<file path="config.mk">
export PLATFORM = sky130hd
export DESIGN_NAME = seq_multiplier
export DESIGN_NICKNAME = d
export VERILOG_FILES = /design/src/rtl/seq_multiplier_pkg.sv /design/src/rtl/seq_multiplier_mult_step.sv /design/src/rtl/seq_multiplier.sv
export SDC_FILE = /design/constraint.sdc
export NUM_CORES = 1
export LEC_CHECK = 0
export ABC_AREA = 1
export BUFFER_PORTS_ARGS = -buffer_cell sky130_fd_sc_hd__buf_4
export CAP_MARGIN = 30
export CORE_ASPECT_RATIO = 1.25
export CORE_MARGIN = 4
export CORE_UTILIZATION = 52
export CTS_BUF_LIST = sky130_fd_sc_hd__clkbuf_8
export DETAILED_ROUTE_END_ITERATION = 16
export PLACE_DENSITY = 0.8
export SLEW_MARGIN = 30
export SYNTH_ARGS = -nofsm -noshare
export SYNTH_HDL_FRONTEND = slang
export SYNTH_HIERARCHICAL = 1
export SYNTH_SLANG_ARGS = --single-unit
</file>
<file path="constraint.sdc">
create_clock -name clk -period 1.99 [get_ports clk]
set_input_delay 0.4975 -clock clk [delete_from_list [all_inputs] [get_ports clk]]
set_output_delay 0.4975 -clock clk [all_outputs]
set_load 0.05 [all_outputs]
</file>
<file path="src/rtl/seq_multiplier_pkg.sv">
// Shared definitions for the calculator multiply path: default operand width,
// FSM state encoding and the step-counter width helper.
package seq_multiplier_pkg;

  localparam int unsigned CALC_WIDTH = 8;

  typedef enum logic [1:0] {
    ST_IDLE = 2'd0,
    ST_RUN  = 2'd1,
    ST_DONE = 2'd2
  } state_t;

  // Counter must be able to represent 0..width.
  function automatic int unsigned cnt_width(input int unsigned width);
    return $clog2(width + 1);
  endfunction

endpackage

</file>
<file path="src/rtl/seq_multiplier_mult_step.sv">
// One shift-add step of the multiplier: conditionally add B into the upper
// half of the partial product, then shift the whole register right by one.
module mult_step #(
  parameter int unsigned WIDTH = 8
) (
  input  logic [2*WIDTH:0] p,
  input  logic [WIDTH-1:0] b,
  output logic [2*WIDTH:0] p_next
);

  logic [WIDTH:0] addend_term;
  logic [WIDTH:0] sum;

  // p[2W] is always zero between steps, so the W+1-bit sum over p[2W:W]
  // equals the sum over p[2W-1:W] with room for the carry.
  always_comb begin
    addend_term = p[0] ? {1'b0, b} : '0;
    sum         = p[2*WIDTH:WIDTH] + addend_term;
    p_next      = {1'b0, sum, p[WIDTH-1:1]};
  end

endmodule

</file>
<file path="src/rtl/seq_multiplier.sv">
// Sequential sign-magnitude shift-add multiplier: Res = A*B + Addend,
// one multiplier bit per clock. Signs ride alongside the magnitudes.
module seq_multiplier
  import seq_multiplier_pkg::*;
#(
  parameter int unsigned WIDTH = CALC_WIDTH
) (
  input  logic               clk,
  input  logic               reset_n,
  input  logic               start,
  input  logic [WIDTH-1:0]   A,
  input  logic [WIDTH-1:0]   B,
  input  logic [WIDTH-1:0]   Addend,
  input  logic               Asign,
  input  logic               Bsign,
  output logic               busy,
  output logic               done,
  output logic [2*WIDTH-1:0] Res,
  output logic               negative,
  output logic               overflow
);

  localparam int unsigned CW = cnt_width(WIDTH);
  localparam logic [CW-1:0] LAST_STEP = CW'(WIDTH - 1);

  state_t               state_q, state_d;
  logic [2*WIDTH:0]     p_q, p_d, p_step;
  logic [WIDTH-1:0]     b_q, b_d;
  logic                 sign_q, sign_d;
  logic [CW-1:0]        count_q, count_d;
  logic                 busy_q, busy_d;
  logic                 done_q, done_d;
  logic [2*WIDTH-1:0]   res_q, res_d;
  logic                 negative_q, negative_d;
  logic                 overflow_q, overflow_d;

  mult_step #(.WIDTH(WIDTH)) u_step (
    .p      (p_q),
    .b      (b_q),
    .p_next (p_step)
  );

  // State and datapath registers, cleared asynchronously.
  always_ff @(posedge clk or negedge reset_n) begin
    if (!reset_n) begin
      state_q    <= ST_IDLE;
      p_q        <= '0;
      b_q        <= '0;
      sign_q     <= 1'b0;
      count_q    <= '0;
      busy_q     <= 1'b0;
      done_q     <= 1'b0;
      res_q      <= '0;
      negative_q <= 1'b0;
      overflow_q <= 1'b0;
    end else begin
      state_q    <= state_d;
      p_q        <= p_d;
      b_q        <= b_d;
      sign_q     <= sign_d;
      count_q    <= count_d;
      busy_q     <= busy_d;
      done_q     <= done_d;
      res_q      <= res_d;
      negative_q <= negative_d;
      overflow_q <= overflow_d;
    end
  end

  // Next-state and result logic. The final step registers its result directly
  // so that back-to-back operations complete every WIDTH+1 cycles.
  always_comb begin
    state_d    = state_q;
    p_d        = p_q;
    b_d        = b_q;
    sign_d     = sign_q;
    count_d    = count_q;
    busy_d     = busy_q;
    done_d     = 1'b0;
    res_d      = res_q;
    negative_d = negative_q;
    overflow_d = overflow_q;

    case (state_q)
      ST_IDLE, ST_DONE: begin
        if (start) begin
          state_d = ST_RUN;
          p_d     = {1'b0, Addend, A};
          b_d     = B;
          sign_d  = Asign ^ Bsign;
          count_d = '0;
          busy_d  = 1'b1;
        end else begin
          state_d = ST_IDLE;
        end
      end
      ST_RUN: begin
        p_d     = p_step;
        count_d = count_q + 1'b1;
        if (count_q == LAST_STEP) begin
          state_d    = ST_DONE;
          res_d      = p_step[2*WIDTH-1:0];
          overflow_d = |p_step[2*WIDTH-1:WIDTH];
          negative_d = sign_q & (|p_step[2*WIDTH-1:0]);
          busy_d     = 1'b0;
          done_d     = 1'b1;
        end
      end
      default: state_d = ST_IDLE;
    endcase
  end

  assign busy     = busy_q;
  assign done     = done_q;
  assign Res      = res_q;
  assign negative = negative_q;
  assign overflow = overflow_q;

endmodule
</file>
==> out/metrics.cfg, run 1 <==
[power_and_ir_drop]
seq_power_share_pct=30.7
p_switching_mw=3.06
leakage_nw=1.83
ir_drop_uv=1180
p_comb_share_pct=57.7
netSwitchingFraction_pct=47.3
pwr-share-clk_pct=11.6
p_int_mw=3.41
power_density_nw_per_um2=1950

[drt]
routedWlPerCell_um=12.9
routed-via-count=2316
drt_wl_total_mm=5.98
final_antenna_net_count=0
drtPass1Iterations=4
drc=0
drt_first_iter_violations=115
vias_per_cell=4.99

[timing]
tightestPinTransition_ns=0.645
slew_viol_final=0
rsz0062_at_grt=true
period_share_pct=101
min_period_ns=2.01
slew_headroom_pct=57.0
finalSetupViolCount=1
fin_worst_skew_ns=0.00797
layout_setup_ws_ns=-0.0173
max_freq_mhz=498
setup_tns_ns=-0.0173
hold_viol_final=0

[run_status]
violations=negative setup slack
status=finished, violations left

[floorplanning]
core_um2=5080
die_h_um=88.8
core.rowCount=29
top_level_ports=49
start_util_pct=53.4
dieWidth_um=72.6
die_area_um2=6440

[setup_path]
critPathCaptureType=flop
cp_max_fo=7
crit_top_cell=nand2_1
cpPeakStageDelay_ns=0.46
cp-start-kind=flop
criticalPathCategory=flop to flop
arrival_ns=2.22
critPathRequiredTime_ns=2.20
slowest_stage=dfrtp_2
reg2reg_depth=16
path_cells=nand2_2 -> inv_2 -> ha_4 -> fa_2 -> nand2_2 -> nand2_2 -> nand3b_1 -> nand2_1 -> nand2_1 -> nand2_1 -> nor2_1 -> nand2_1 -> nor2_2 -> nand2_1 -> nand2_1 -> nand2_1

[cells_and_area]
final_common_cell=nand2_1
layout.nets=440
area_growth_pct=22.2
final.fill_count=457
drive_above_1_share_pct=24.9
final_cell_mix=167 x nand2_1, 61 x buf_4, 51 x dfrtp_1
fin_area_um2=3320
seq_area_um2=1300
postLayoutCoreUtil_pct=65.3
multi_input_area_um2=1240
antenna_cells=0

[placed_design]
pre_cts_ws_ns=-0.109
port_buffers=48
dp_hpwl_mm=4.24
finalWeightedCongestion=0.821
placed_area_um2=3110

[cts]
clk_pin_slew_worst_paths_ns=0.10
clock_latency_ns=0.30
h-tree-depth=2
cts_tree=done
hold_buffers=0
root_buffer=clkbuf_8
numCtsBuffers=5
cts.sinks=52
cts.path.max_buffers=2

[logic_synthesis]
ys_seq_area_share_pct=48.0
netlist_instances=351
synth_cell_types=28
synth_area_um2=2710
ys_seq_elements=52
synth_warnings=6
syn-num-nets=390
synth_area_per_cell_um2=7.73

[global_routing]
antenna_found_initial=0
grt_max_degree=53
grt_pass1_wl_mm=10.1
grt_pass1_vias=2303
grt_usage_pct=20.1
grt.overflow.total=0

[run]
max_cap_violations=0

[hold_path]
min_path_type=input port to async pin

==> critical path: cells and delay by family, from the launching register on <==
| kind | cells | cell delay, ns |
|---|---|---|
| fa+ha+maj | 2 | 0.49 |
| buf+inv | 1 | 0.04 |
| flops | 1 | 0.46 |
| simple gates | 13 | 0.92 |
==> power groups by stage <==
stage | Combinational, mW | Clock (mW) | Sequential, mW
4_1_cts | 3.65 | 0.764 | 1.98
3_5_place_dp | 3.52 | 0 | 1.97
3_3_place_gp | 3.45 | 0 | 1.95
5_1_grt | 4.15 | 0.798 | 2.06
2_1_floorplan | 1.96 | 0 | 2.52
6_report | 3.74 | 0.750 | 1.99
==> flip-flops by register name, summed over array words and instances (netlist names) <==
register / flops
state_q: 2
Res: 16
sign_q: 1
overflow: 1
p_q: 17
negative: 1
count_q: 4
done: 1
busy: 1
b_q: 8
==> cells in the mapped netlist (all sizes together) <==
master	n	area share [%]
inv	29	4.3
xor2	1	0.32
buf	17	5.3
o211ai	1	0.28
dfrtp	52	48
nand3	22	4.1
xnor2	3	0.97
nand3b	2	0.55
a21oi	4	0.74
nor2	22	3.3
fa	1	0.74
nor3b	1	0.28
nand2	178	25
ha	9	4.2
or2	2	0.46
o21ai	5	0.92
clkbuf	1	0.14
conb	1	0.14
==> cells by family (layout without fill, tap and decap cells) <==
family / after synthesis / after routing / synth area share [%]
AOI/OAI and AO/OA: 10 / 10 / 1.94
xor gates and xnor gates: 4 / 4 / 1.29
adders and majority gates: 10 / 10 / 4.89
buffers and inverters: 47 / 98 / 9.73
DFF: 52 / 52 / 48.0
other: 1 / 1 / 0.138
and+or+nand+nor: 227 / 227 / 34.0
==> routing by layer <==
metal	GRT usage (%)	vias to the layer above	routed length [um]	part of all wire (%)
li1	-	1155	-	-
met4	5.70	0	36	0.60
met2	36.5	55	3170	53
met1	24.3	1102	2480	41
met5	0	-	0	0
met3	3.41	4	296	4.9
==> stage by stage <==
| stage | power [mW] | cells | hold slack, ns |
|---|---|---|---|
| floorplan | 4.48 | 351 | 0.202 |
| global placement | 5.40 | 456 | 0.463 |
| detailed placement | 5.49 | 456 | 0.466 |
| CTS | 6.39 | 465 | 0.239 |
| global route | 7.01 | 464 | 0.270 |
| finish | 6.48 | 464 | 0.208 |
==> final timing paths <==
| path | from | end | slack [ns] |
|---|---|---|---|
| hold reg to reg | Res[12] | Res[12] | 0.49 |
| hold / removal | reset_n | b_q[2] | 0.21 |
| setup / recovery | p_q[0] | negative | -0.02 |
| setup reg to reg | p_q[0] | negative | -0.02 |
| max in group asynchronous | reset_n | p_q[0] | 1.33 |
| min in group clk | B[4] | b_q[4] | 0.38 |
==> layout make-up <==
cell class	count	area share, %
Multi-Input combinational cell	252	37.5
Clock buffer	5	2.08
Sequential cell	52	39.3
Timing Repair Buffer	61	13.8
Inverter	29	3.51
Tap cell	62	2.34
Clock inverter	3	1.43
==> timing repair <==
item / CTS / global route
setup buffers: 1 / 0
gates resized for setup: 9 / 10
pin swaps: 8 / 6
endpoints found under the setup margin: 2 / 6
Power figures use the tool's default switching activity.
==> run 2, diff against run 1 <==
Settings changed: PLACE_DENSITY 0.8 to 0.75, SLEW_MARGIN 30 to 20.
==> out/metrics.cfg, run 2 (synthesized netlist as in run 1, its figures left out) <==
[cells_and_area]
final_cell_mix=169 x nand2_1, 58 x buf_4, 51 x dfrtp_1
largest_register=p_q
final_common_cell=nand2_1
fin_cells=461
largest_reg_flops=17
area_growth_pct=22.5
antenna_cells=0
drive_above_1_share_pct=23.6
final.fill_count=464
layout.nets=437

[drt]
final_antenna_net_count=0
vias_per_cell=4.92
drt_wl_total_mm=5.89
wl_met2_mm=2.95
routedWlPerCell_um=12.8
top_layer=met4
drtPass1Iterations=4
drt_first_iter_violations=120
drc=0
routed-via-count=2266
wl_met3_um=285
wl_met1_mm=2.51

[cts]
cts_tree=done
root_buffer=clkbuf_8
cts.sinks=52
cts.path.max_buffers=2
clk_pin_slew_worst_paths_ns=0.09
numCtsBuffers=5
clock_latency_ns=0.31
h-tree-depth=2

[run_status]
violations=negative setup slack
status=finished, violations left

[timing]
slew_viol_final=0
min_period_ns=2.05
hold_viol_final=0
rsz0062_at_grt=true
slew_headroom_pct=56.6
max_freq_mhz=487
period_share_pct=103
finalSetupViolCount=2
setup_tns_ns=-0.0688
layout_setup_ws_ns=-0.0632
tightestPinTransition_ns=0.652
fin_worst_skew_ns=0.00375

[floorplanning]
die_h_um=88.8
dieWidth_um=72.6
core.rowCount=29
core_um2=5080
top_level_ports=49
start_util_pct=53.4
die_area_um2=6440

[setup_path]
critPathCaptureType=flop
cpPeakStageDelay_ns=0.45
cp-start-kind=flop
slowest_stage=dfrtp_2
path_cells=nand2_2 -> inv_2 -> ha_4 -> fa_2 -> nand2_2 -> nand2_2 -> nand3b_1 -> nand2_1 -> nand2_1 -> nand2_1 -> nor2_1 -> nand2_1 -> nor2_2 -> nand2_1 -> nand2_1 -> nand2_1
cp_max_fo=5
criticalPathCategory=flop to flop
crit_top_cell=nand2_1
arrival_ns=2.26
critPathRequiredTime_ns=2.20

[placed_design]
dp_hpwl_mm=4.01
finalWeightedCongestion=0.912
dp.cells=452
port_buffers=48

[global_routing]
grt.overflow.total=0
antenna_found_initial=0
grt_usage_pct=19.1
grt_pass1_wl_mm=9.63
grt_pass1_vias=2288
grt_max_degree=53

[power_and_ir_drop]
leakage_nw=1.82
power_density_nw_per_um2=1970
ir_drop_uv=952

[run]
max_cap_violations=0

[hold_path]
min_path_type=input port to async pin

## run 2: power by group
group          leakage [nW]  total (mW)  internal [mW]  switching, mW
clock network        0.0784       0.987          0.629          0.358
logic                  1.11        3.59           1.36           2.23
registers             0.632        1.98           1.58          0.398
total                  1.82        6.56           3.57           2.99
## run 2: layout make-up
class                           count  area (um^2)  area share, %
Tap cell                           62         77.6           2.33
Inverter                           29          116           3.50
Clock inverter                      3         90.1           2.71
Clock buffer                        5         68.8           2.07
Sequential cell                    52         1300           39.2
Timing Repair Buffer               58          435           13.1
Multi-Input combinational cell    252         1230           37.1
## run 2: timing repair
action | 4_1_cts | 5_1_grt
hold buffers | 0 | 0
hold endpoints to repair | 0 | 0
endpoints found under the setup margin | 2 | 6
resized for setup | 5 | 10
pin swaps | 8 | 8
buffers inserted | 1 | 0
## run 2: worst paths after layout
check                             start       end  slack, ns  depth (start not counted)
worst max-delay path             p_q[0]  negative      -0.06                         16
worst min-delay path            reset_n    b_q[5]       0.21                          1
worst max register to register   p_q[0]  negative      -0.06                         16
worst min register to register   Res[2]    Res[2]       0.49                          2
max in group asynchronous       reset_n    p_q[0]       1.33                          1
min in group clk                   B[5]    b_q[5]       0.38                          3
## run 2: per-stage QoR
step,worst slack (ns),cell area (um^2),hold WS [ns],power [mW],utilization (%)
after global routing,-0.223,3320,0.261,7.08,65.4
final,-0.0632,3320,0.209,6.56,65.4
after global placement,-0.00152,3080,0.464,5.27,60.5
after floorplan,0.00249,2730,0.202,4.48,-
after detailed placement,-0.119,3080,0.466,5.35,60.5
after CTS,-0.112,3270,0.234,6.45,64.5
## run 2: per-layer routing
metal | vias up | global-route usage (%)
met2 | 50 | 33.7
met1 | 1054 | 22.2
met5 | - | 0
li1 | 1149 | -
met3 | 13 | 3.52
met4 | 0 | 8.89
## run 2: worst max-delay path, delay by kind of cell (launching register included)
| family | cells | cell delay, ns |
|---|---|---|
| adders and majority gates | 2 | 0.52 |
| buffers and inverters | 1 | 0.05 |
| and+or+nand+nor | 13 | 0.95 |
| DFF | 1 | 0.45 |
==> run 3, diff against run 2 <==
Settings changed: ABC_AREA 1 to not set, CORE_MARGIN 4 to 2, RECOVER_POWER set to 25.
==> out/metrics.cfg, run 3 <==
[logic_synthesis]
synthTopCellsByArea=dfrtp_1 49%, mux2_4 9.0%, a22o_1 5.9%
netlist_instances=225
synth_warnings=6
ys.flop_type=dfrtp_1
synth_edf_count=0
synth_common_cells=52 x dfrtp_1, 31 x nand2_1, 18 x a21o_1, 18 x a22o_1, 16 x mux2_4
yosysTopAreaCellShare_pct=48.9
synth_area_per_cell_um2=11.8
synth_cell_types=41
ys_seq_area_share_pct=48.9
synth_area_um2=2660
yosysMostFrequentCell=dfrtp_1
synth-async-reset-ratio_pct=100
syn-num-nets=264
ys_seq_elements=52
synth_area_leader_cell=dfrtp_1

[cells_and_area]
seq_area_um2=1300
fin_area_um2=3470
multi_input_area_um2=1370
antenna_cells=0
final_cell_mix=71 x buf_4, 52 x dfrtp_1, 31 x nand2_1
final.fill_count=384
largest_register=p_q
layout.nets=327
final_common_cell=buf_4
largest_reg_flops=17
area_growth_pct=30.6
drive_above_1_share_pct=43.3

[setup_path]
arrival_ns=2.66
criticalPathCategory=flop to flop
critPathCaptureType=flop
cp_max_fo=3
critPathRequiredTime_ns=2.20
cp-start-kind=flop

[timing]
slew_viol_final=0
tightestPinTransition_ns=1.26
setup_tns_ns=-3.41
min_period_ns=2.45
max_freq_mhz=408
hold_viol_final=0
slew_headroom_pct=16.3
period_share_pct=123
fin_worst_skew_ns=0.00649
rsz0062_at_grt=true
finalSetupViolCount=15
layout_setup_ws_ns=-0.459

[drt]
routed-via-count=1898
drt_first_iter_violations=141
drc=0
drtPass1Iterations=4
routedWlPerCell_um=16.2
final_antenna_net_count=0
vias_per_cell=5.41
drt_wl_total_mm=5.68

[power_and_ir_drop]
p_switching_mw=3.05
leakage_nw=1.72
seq_power_share_pct=26.2
p_int_mw=4.44
ir_drop_uv=932
netSwitchingFraction_pct=40.7
p_comb_share_pct=60.5
pwr-share-clk_pct=13.2
power_density_nw_per_um2=2160

[global_routing]
antenna_found_initial=0
grt_pass1_vias=1913
grt_usage_pct=21.3
grt.overflow.total=0
grt_max_degree=53
grt_pass1_wl_mm=9.19

[floorplanning]
dieWidth_um=68.0
die_area_um2=5700
core_um2=5010
die_h_um=83.9
top_level_ports=49
start_util_pct=53.1
core.rowCount=29

[cts]
clock_latency_ns=0.31
cts.sinks=52
hold_buffers=0
cts.path.max_buffers=2
root_buffer=clkbuf_8
clk_pin_slew_worst_paths_ns=0.10
numCtsBuffers=5
cts_tree=done
h-tree-depth=2

[placed_design]
port_buffers=48
placed_area_um2=3160
dp_hpwl_mm=3.97
finalWeightedCongestion=0.886
pre_cts_ws_ns=-0.503

[hold_path]
min_path_type=input port to flop

[run_status]
status=finished, violations left
violations=negative setup slack

[run]
max_cap_violations=0

run 3: cell types whose count changed in the layout (fill, tap and decap cells not counted), sizes merged, moves of 4 or more:
| cell | previous run | this run |
|---|---|---|
| buf | 58 | 73 |
| nor4 | 0 | 4 |
| mux2 | 0 | 17 |
| inv | 29 | 1 |
| nand3 | 22 | 2 |
| a21o | 0 | 18 |
| nand2 | 178 | 31 |
| a22o | 0 | 18 |
| nor2 | 22 | 3 |
| and2 | 0 | 10 |
run 3: cell families after synthesis:
family                   count (synthesis)  share of synthesized area, %
other                                    1                         0.141
XOR/XNOR                                 7                          2.31
flip-flops                              52                          48.9
adder cells (fa/ha/maj)                 10                          4.99
AO/OA/AOI/OAI                           54                          15.8
AND/OR/NAND/NOR                         62                          12.2
buffers and inverters                   19                          5.03
multiplexers                            20                          10.6
run 3: power groups by stage:
stage	logic (mW)	registers, mW	clock network (mW)
final	4.53	1.96	0.990
after global routing	4.86	2.02	1.05
after CTS	4.31	1.95	0.989
after detailed placement	4.09	1.95	0
after global placement	3.98	1.94	0
after floorplan	2.24	2.50	0
run 3: worst paths after layout:
kind / startpoint / end / slack (ns) / cells past startpoint
worst max-delay path: p_q[0] / negative / -0.46 / 10
worst min-delay path: B[0] / b_q[0] / 0.38 / 3
worst max register to register: p_q[0] / negative / -0.46 / 10
worst min register to register: count_q[3] / count_q[3] / 0.47 / 1
max in group asynchronous: reset_n / state_q[0] / 0.79 / 1
min in group asynchronous: reset_n / b_q[1] / 0.44 / 1
run 3: repair_timing:
| item | CTS | global route |
|---|---|---|
| pin swaps | 6 | 3 |
| setup buffers | 1 | 3 |
| gates resized for setup | 13 | 11 |
| gates cloned | 0 | 0 |
| endpoints found under the setup margin | 13 | 14 |
run 3: worst max-delay path: stages, from the launching register on:
cell and delay [ns]:
dfrtp_1 0.39, and2_4 0.17, ha_4 0.16, fa_2 0.38
a21o_1 0.20, a21oi_4 0.19, xnor2_1 0.15, nor4_2 0.28
buf_4 0.17, nand4_1 0.08, a31o_1 0.19
run 3: final cells by class:
cell class                      instances  area share, %
Multi-Input combinational cell        154           39.5
Sequential cell                        52           37.5
Timing Repair Buffer                   74           16.1
Clock inverter                          3           2.59
Tap cell                               62           2.23
Clock buffer                            5           1.98
Inverter                                1          0.108
run 3: routing by layer:
metal | track usage [%] | vias up | wire, um
met5 | 0 | - | 0
met4 | 7.45 | 0 | 80
li1 | - | 913 | -
met1 | 28.1 | 934 | 2520
met3 | 4.59 | 8 | 207
met2 | 33.9 | 43 | 2870
run 3: through the flow:
stage | hold slack [ns] | total power [mW] | util, % | std cells
2_1_floorplan | 0.202 | 4.74 | - | 225
3_3_place_gp | 0.455 | 5.91 | 63.1 | 342
3_5_place_dp | 0.458 | 6.04 | 63.1 | 342
4_1_cts | 0.236 | 7.25 | 68.0 | 350
5_1_grt | 0.381 | 7.94 | 69.3 | 351
6_report | 0.376 | 7.48 | 69.3 | 351
